`config.mk`:
```
export PLATFORM = sky130hd
export DESIGN_NAME = serial_add_ctrl
export DESIGN_NICKNAME = d
export VERILOG_FILES = /design/src/rtl/serial_add_pkg.sv /design/src/rtl/serial_add_ctrl_fa.sv /design/src/rtl/serial_add_ctrl.sv
export SDC_FILE = /design/constraint.sdc
export NUM_CORES = 1
export LEC_CHECK = 0
export ABC_AREA = 1
export CORE_UTILIZATION = 40
export CTS_CLUSTER_SIZE = 25
export DETAILED_ROUTE_END_ITERATION = 10
export PLACE_DENSITY_LB_ADDON = 0.12
export SLEW_MARGIN = 20
export SYNTH_ARGS = -nofsm -noshare
export SYNTH_HDL_FRONTEND = slang
export SYNTH_HIERARCHICAL = 1
export SYNTH_SLANG_ARGS = --single-unit
```
`constraint.sdc`:
```
create_clock -name clk -period 2.2 [get_ports clk]
set_input_delay 0.44 -clock clk [delete_from_list [all_inputs] [get_ports clk]]
set_output_delay 0.44 -clock clk [all_outputs]
set_load 0.02 [all_outputs]
```
`src/rtl/serial_add_pkg.sv`:
```
// Shared types for the bit-serial add sequencer: FSM state encoding and its width.
package serial_add_pkg;

    localparam int STATE_W = 2;

    typedef enum logic [STATE_W-1:0] {
        IDLE = 2'd0,
        RUN  = 2'd1,
        DONE = 2'd2
    } state_e;

endpackage

```
`src/rtl/serial_add_ctrl_fa.sv`:
```
// Single-bit full adder cell; the one datapath slice time-shared by the serial controller.
module serial_add_ctrl_fa (
    input  logic a,
    input  logic b,
    input  logic ci,
    output logic s,
    output logic co,
    output logic p
);

    assign p  = a ^ b;
    assign s  = p ^ ci;
    assign co = (a & b) | (p & ci);

endmodule

```
`src/rtl/serial_add_ctrl.sv`:
```
// Bit-serial add sequencer: one FA reused LSB-first over W clocks, valid/ready on both sides.
// Optional early termination when no carry and no operand bits remain: SERIAL_ADD_EARLY_DONE_EN.
module serial_add_ctrl
    import serial_add_pkg::*;
#(
    parameter  int W  = 8,
    localparam int CW = $clog2(W + 1)
) (
    input  logic          clk,
    input  logic          rst_n,
    input  logic          start_valid,
    output logic          start_ready,
    input  logic [W-1:0]  a,
    input  logic [W-1:0]  b,
    input  logic          Cin,
    output logic          res_valid,
    input  logic          res_ready,
    output logic [W-1:0]  S,
    output logic          Cout,
    output logic          P,
    output logic [CW-1:0] cycles
);

    localparam logic [CW-1:0] LAST_K = CW'(W - 1);

    state_e        state_r, state_s;
    logic [W-1:0]  a_sh_r, a_sh_s;
    logic [W-1:0]  b_sh_r, b_sh_s;
    logic [W-1:0]  sum_r, sum_s;
    logic          carry_r, carry_s;
    logic          cout_r, cout_s;
    logic          p_r, p_s;
    // Doubles as the bit index k: both start at 0 and advance once per RUN cycle.
    logic [CW-1:0] cnt_r, cnt_s;
    logic          fa_sum_s, fa_co_s, fa_p_s;
    logic          early_s, last_s;

    serial_add_ctrl_fa u_fa (
        .a  (a_sh_r[0]),
        .b  (b_sh_r[0]),
        .ci (carry_r),
        .s  (fa_sum_s),
        .co (fa_co_s),
        .p  (fa_p_s)
    );

`ifdef SERIAL_ADD_EARLY_DONE_EN
    // Zero-filled shifting means only bits above index 0 can still be set.
    assign early_s = !fa_co_s
                     && ((a_sh_r >> 1) == {W{1'b0}})
                     && ((b_sh_r >> 1) == {W{1'b0}});
`else
    assign early_s = 1'b0;
`endif

    assign last_s = (cnt_r == LAST_K) || early_s;

    // State register.
    always_ff @(posedge clk or negedge rst_n) begin
        if (!rst_n) begin
            state_r <= IDLE;
        end else begin
            state_r <= state_s;
        end
    end

    // Next-state and next-datapath decode.
    always_comb begin
        state_s = state_r;
        a_sh_s  = a_sh_r;
        b_sh_s  = b_sh_r;
        sum_s   = sum_r;
        carry_s = carry_r;
        cout_s  = cout_r;
        p_s     = p_r;
        cnt_s   = cnt_r;
        case (state_r)
            IDLE: begin
                if (start_valid) begin
                    state_s = RUN;
                    a_sh_s  = a;
                    b_sh_s  = b;
                    carry_s = Cin;
                    sum_s   = {W{1'b0}};
                    p_s     = 1'b1;
                    cnt_s   = {CW{1'b0}};
                end else begin
                    state_s = IDLE;
                end
            end
            RUN: begin
                sum_s   = sum_r | (W'(fa_sum_s) << cnt_r);
                carry_s = fa_co_s;
                a_sh_s  = a_sh_r >> 1;
                b_sh_s  = b_sh_r >> 1;
                cnt_s   = cnt_r + CW'(1'b1);
                // Skipped upper bits are all-zero pairs, whose propagate is 0.
                if (early_s && (cnt_r != LAST_K)) begin
                    p_s = 1'b0;
                end else begin
                    p_s = p_r & fa_p_s;
                end
                if (last_s) begin
                    state_s = DONE;
                    cout_s  = fa_co_s;
                end else begin
                    state_s = RUN;
                end
            end
            DONE: begin
                if (res_ready) begin
                    state_s = IDLE;
                end else begin
                    state_s = DONE;
                end
            end
            default: begin
                state_s = IDLE;
            end
        endcase
    end

    // Datapath registers; results hold untouched through IDLE and DONE.
    always_ff @(posedge clk or negedge rst_n) begin
        if (!rst_n) begin
            a_sh_r  <= {W{1'b0}};
            b_sh_r  <= {W{1'b0}};
            sum_r   <= {W{1'b0}};
            carry_r <= 1'b0;
            cout_r  <= 1'b0;
            p_r     <= 1'b0;
            cnt_r   <= {CW{1'b0}};
        end else begin
            a_sh_r  <= a_sh_s;
            b_sh_r  <= b_sh_s;
            sum_r   <= sum_s;
            carry_r <= carry_s;
            cout_r  <= cout_s;
            p_r     <= p_s;
            cnt_r   <= cnt_s;
        end
    end

    assign start_ready = (state_r == IDLE);
    assign res_valid   = (state_r == DONE);
    assign S           = sum_r;
    assign Cout        = cout_r;
    assign P           = p_r;
    assign cycles      = cnt_r;

endmodule

```
==> impl_metrics.csv, run 1 <==
group,metric,value,unit
placement,post-place-ws,532.6,ps
cells_and_area,post-route-util,57.98,%
cts,cts-buffers-inserted,5,
cells_and_area,multi_input_area,598.1,sq um
cells_and_area,fin_area,1996,sq um
synthesis,synthDistinctLibCells,18,
global_route,grt_max_degree,34,
synthesis,synthTopCellsByArea,"dfrtp_1, nand2_1, nand3_1",
cells_and_area,seqCellArea,825.8,sq um
worst_setup_path,path_cells,"inv_1, nor2_1, clkdlybuf4s50_1",
synthesis,yosys_warnings,6,
timing,fin_skew,4.365,ps
cts,clockRootBuffer,"clkbuf_8",
cts,postCtsSetupRepairBufs,0,
job,drv_cap,0,
pwr,total_leakage_power,0.9696,nW
die,num_io_pins,37,
placement,place.port_buffers,36,
timing,period_share,89.23,%
die,fp-row-count,21,
hold_path,hold_class,"reg2reg",
synthesis,synth-seq-area-share,55.60,%
synthesis,synth_cells,177,
worst_setup_path,critPathRequiredTime,1760,ps
timing,finalSetupViolations,0,
route,drtPass1Iterations,4,
die,die-area,3961,sq um
global_route,antenna_found_initial,0,
timing,finalHoldViolCount,0,
synthesis,avgSynthCellArea,8.391,sq um
worst_setup_path,cp-end-kind,"output port",
route,drtIter0Drc,73,
placement,gp_congestion,0.7536,
die,chipHeight,62.94,microns
cts,numClockSinks,33,
synthesis,ys_ff_latch,33,
cells_and_area,fin_nets,241,
cts,clkTransAtPathRegs,70,ps
cells_and_area,nFillCells,320,
route,ant_nets,0,
timing,slew_violations,0,
global_route,grt_pass1_wl,5644,microns
route,vias,1297,
run_status,status,"finished clean",
route,routed_via_density,4.913,
timing,worst_slack,237.0,ps
cells_and_area,drive_above_1_share,7.339,%
pwr,power_density,1325,nW/um^2
route,route.detailed.drc,0,
synthesis,synth_nets,201,
cts,cts_tree,"built",
timing,fin_crit,1963,ps
worst_setup_path,worstSetupPathType,"reg2out",
global_route,grt_pass1_vias,1201,
timing,setup_tns,0,ps
cts,cts_repair_resize_count,0,
worst_setup_path,cp_slowest_stage_delay,610,ps
route,wl,3121,microns
die,start_util,43.15,%
global_route,grt_usage,18.44,%
cells_and_area,n_antenna_cell,0,
worst_setup_path,critPathLaunchType,"flip-flop",
placement,dpl_cell_area,1894,sq um
synthesis,netlist_area,1485,sq um
cts,hold_buffers,0,
timing,max_slew.worst_pin.slew,408.5,ps
synthesis,yosysTopAreaCellShare,55.60,%
global_route,gr-total-overflow,0,
cts,ctsLongestPathBuffers,2,
placement,place_hpwl,2193,microns
worst_setup_path,slowest_stage,"clkdlybuf4s50_1",
timing,rsz0062_at_grt,"no",
worst_setup_path,cp.arrival,1520,ps
cts,insertion_delay,290,ps
cts,ctsHtreeMaxLevel,2,
timing,holdWs,480.0,ps
synthesis,synth_top_area_cell,"dfrtp_1",
cells_and_area,area_growth,34.37,%
worst_setup_path,crit_fanout,5,
pwr,ir_drop,0.6428,mV
die,die_w,62.94,microns
timing,fmax,0.5094,GHz
route,wl_per_cell,11.82,microns
timing,max-slew-margin-rel,72.77,%
die,core,3442,sq um
worst max-delay path, delay by kind of cell (launching register included):
kind / cells / cell delay (ps)
flops: 1 / 400
buf+inv: 2 / 730
simple gates: 1 / 110
area by class of cell:
cell class | instances | share of cell area, %
Sequential cell | 33 | 41.38
Multi-Input combinational cell | 131 | 29.97
Timing Repair Buffer | 40 | 19.56
Clock buffer | 7 | 4.828
Tap cell | 46 | 2.884
Inverter | 6 | 1.129
Clock inverter | 1 | 0.2508
worst paths after layout:
path                       cells after the start        from  slack [ps]         to
min in group asynchronous                      2       rst_n         550  b_sh_r[7]
setup reg to reg                               5   a_sh_r[0]         730       S[2]
setup / recovery                               3  state_r[1]         240  res_valid
hold reg to reg                                2        S[2]         480       S[2]
hold / removal                                 2        S[2]         480       S[2]
max in group asynchronous                      2       rst_n        1350  a_sh_r[5]
cells in the final DEF, fill, tap and decap left out, drive strengths merged, types with 2 or more instances in the layout:
master,n
nand2,75
nand3,36
clkdlybuf4s50,36
dfrtp,33
nor2,8
clkbuf,7
inv,6
o21ai,5
buf,4
nor3,2
ha,2
report_power, final:
part / internal (mW) / switching, mW / total, mW
Combinational: 0.468 / 0.643 / 1.11
Sequential: 0.839 / 0.194 / 1.03
Clock: 0.283 / 0.217 / 0.500
flip-flops by register name, summed over array words and instances (netlist names):
| register | count |
|---|---|
| S | 8 |
| a_sh_r | 8 |
| b_sh_r | 8 |
| cycles | 4 |
| state_r | 2 |
| Cout | 1 |
| P | 1 |
| carry_r | 1 |
synthesized netlist by cell type:
master / number
nand2_1: 73
nand3_1: 36
dfrtp_1: 33
nor2_1: 7
inv_1: 5
buf_2: 4
o21ai_0: 3
buf_4: 2
ha_1: 2
nand2_2: 2
nor3_1: 2
o21ai_1: 2
buf_1: 1
fa_1: 1
inv_2: 1
nand4_1: 1
nor2_4: 1
o31ai_1: 1
metrics by stage:
step	total power, mW	instances
2_1_floorplan	1.731	177
3_3_place_gp	2.137	256
3_5_place_dp	2.158	256
4_1_cts	2.659	264
5_1_grt	2.863	264
6_report	2.644	264
routing by layer:
| layer | GRT usage, % | routed length (microns) |
|---|---|---|
| met3 | 4.380 | 142 |
| met5 | 0 | 0 |
| met4 | 7.849 | 52 |
| met1 | 25.00 | 1531 |
| met2 | 27.96 | 1394 |
kinds of logic (layout without fill, tap and decap cells):
family	count (synthesis)	after routing	synth area share, %
AOI/OAI and AO/OA	6	6	2.190
and+or+nand+nor	122	122	35.05
buffers and inverters	13	54	4.127
adders and majority gates	3	3	3.033
DFF	33	33	55.60
Power figures use the tool's default switching activity.
==> run 2, diff against run 1 <==
Settings changed: DONT_BUFFER_PORTS set to 1, HOLD_SLACK_MARGIN set to 0.02.
==> run 2 against run 1 <==
Against the previous run: critical endpoint is now start_ready; register-to-register slack worse by 30 ps; final cell count is 14% lower; first-iteration DRC count is 21% lower; final area is 18% lower; global-route usage is 0.071 points lower; largest power group is now registers.
==> impl_metrics.csv, run 2 (same netlist as run 1, synthesis figures left out) <==
group,metric,value,unit
worst_setup_path,worstSetupPathType,"reg2out",
cells_and_area,layout_commonest_cell,"nand2_1",
global_route,use_met3,8.394,%
global_route,grtUsageMet1,22.68,%
pwr,ir_drop,0.5448,mV
route,wl,3173,microns
global_route,gr-total-overflow,0,
hold_path,hold_class,"in2reg",
cts,clockRootBuffer,"clkbuf_8",
cts,hold_buffers,2,
cts,ctsHtreeMaxLevel,2,
timing,finalSetupViolations,0,
die,die_w,62.94,microns
placement,dpl_cell_area,1511,sq um
cells_and_area,area_growth,10.62,%
route,ant_nets,0,
cts,numClockSinks,33,
placement,place_hpwl,2128,microns
worst_setup_path,critPathRequiredTime,1760,ps
pwr,clkPwrFrac,21.2,%
placement,gp_congestion,0.8000,
route,route.detailed.drc,0,
cells_and_area,post-route-util,47.73,%
die,start_util,43.15,%
pwr,total_leakage_power,0.8323,nW
route,vias,1172,
cts,cts-buffers-inserted,5,
placement,place.port_buffers,0,
worst_setup_path,critPathLaunchType,"flip-flop",
worst_setup_path,path_cells,"nor2_4",
global_route,grt.met2_usage,27.42,%
timing,fmax,0.5930,GHz
timing,fin_skew,4.340,ps
cells_and_area,final_cell_mix,"nand2_1, nand3_1, dfrtp_1",
route,drtIter0Drc,58,
worst_setup_path,rrSetupSlack,700,ps
cts,ctsLongestPathBuffers,2,
pwr,power_density,1460,nW/um^2
route,drtPass1Iterations,4,
worst_setup_path,path_buf_inv,0,
pwr,netSwitchingPower,1.027,mW
die,fp-row-count,21,
timing,fin_crit,1686,ps
pwr,sw_frac_of_total,42.84,%
global_route,grt_usage,18.37,%
global_route,grt_max_degree,34,
job,drv_cap,0,
global_route,grt_pass1_wl,5457,microns
cts,clkTransAtPathRegs,70,ps
pwr,comb_power_share,30.2,%
timing,max-slew-margin-rel,63.45,%
timing,slew_violations,0,
worst_setup_path,crit_family,"simple AND/OR/NAND/NOR gates",
cells_and_area,n_antenna_cell,0,
timing,max_slew.worst_pin.slew,547.0,ps
cts,cts_tree,"built",
route,routed_via_density,5.163,
die,num_io_pins,37,
cts,cts_repair_resize_count,0,
global_route,antenna_found_initial,0,
worst_setup_path,cp.arrival,1250,ps
cells_and_area,fin_nets,204,
global_route,grt-busiest-layer,"met2",
timing,finalHoldViolCount,0,
worst_setup_path,crit_fanout,19,
cts,postCtsSetupRepairBufs,0,
die,core,3442,sq um
timing,setup_tns,0,ps
die,chipHeight,62.94,microns
route,wl_per_cell,13.98,microns
timing,rsz0062_at_grt,"no",
global_route,grt_pass1_vias,1153,
pwr,p_seq_share,48.6,%
cells_and_area,fin_area,1643,sq um
pwr,p_int,1.371,mW
worst_setup_path,slowest_stage,"nor2_4",
cts,insertion_delay,290,ps
worst_setup_path,cp_slowest_stage_delay,480,ps
run_status,status,"finished clean",
timing,period_share,76.65,%
die,die-area,3961,sq um
cells_and_area,drive_above_1_share,7.735,%
worst_setup_path,cp-end-kind,"output port",
[run 2: cell types whose count changed in the layout (fill, tap and decap cells not counted)]
cell / change
dlygate4sd3_1: +1
clkdlybuf4s50_1: -36
buf_4: -3
buf_12: +1
[run 2: final timing paths]
| path | endpoint | depth (start not counted) | startpoint |
|---|---|---|---|
| max | start_ready | 1 | state_r[0] |
| max in group asynchronous | b_sh_r[2] | 2 | rst_n |
| min reg2reg | a_sh_r[7] | 2 | a_sh_r[7] |
| max reg2reg | S[1] | 4 | state_r[0] |
| min | state_r[1] | 1 | res_ready |
| min in group asynchronous | cycles[3] | 2 | rst_n |
[run 2: power groups by stage]
stage	registers [mW]	logic, mW	clock network [mW]
2_1_floorplan	1.13	0.601	0
3_3_place_gp	1.17	0.701	0
3_5_place_dp	1.18	0.719	0
4_1_cts	1.17	0.745	0.523
5_1_grt	1.20	0.852	0.550
6_report	1.16	0.725	0.508
[run 2: metrics by stage]
| step | setup slack [ps] | power [mW] | hold slack, ps | std cells |
|---|---|---|---|---|
| final | 513.7 | 2.398 | 247.5 | 227 |
| after detailed placement | 700.4 | 1.898 | 145.4 | 217 |
| after global routing | 437.1 | 2.606 | 244.6 | 227 |
| after global placement | 737.0 | 1.874 | 145.3 | 217 |
| after CTS | 489.2 | 2.435 | 234.8 | 227 |
| after floorplan | 859.8 | 1.731 | 144.4 | 177 |
[run 2: layout make-up]
type | count | area, sq um
Clock inverter | 1 | 5.005
Inverter | 6 | 22.52
Multi-Input combinational cell | 131 | 598.1
Fill cell | 350 | 1799
Clock buffer | 7 | 96.34
Timing Repair Buffer | 3 | 37.54
Tap cell | 46 | 57.56
Sequential cell | 33 | 825.8
[run 2: metal layers]
metal	vias up	wire, microns	share of wire [%]
met5	-	0	0
met4	0	56	1.8
met3	6	226	7.1
met2	38	1415	45
met1	549	1475	46
li1	579	-	-
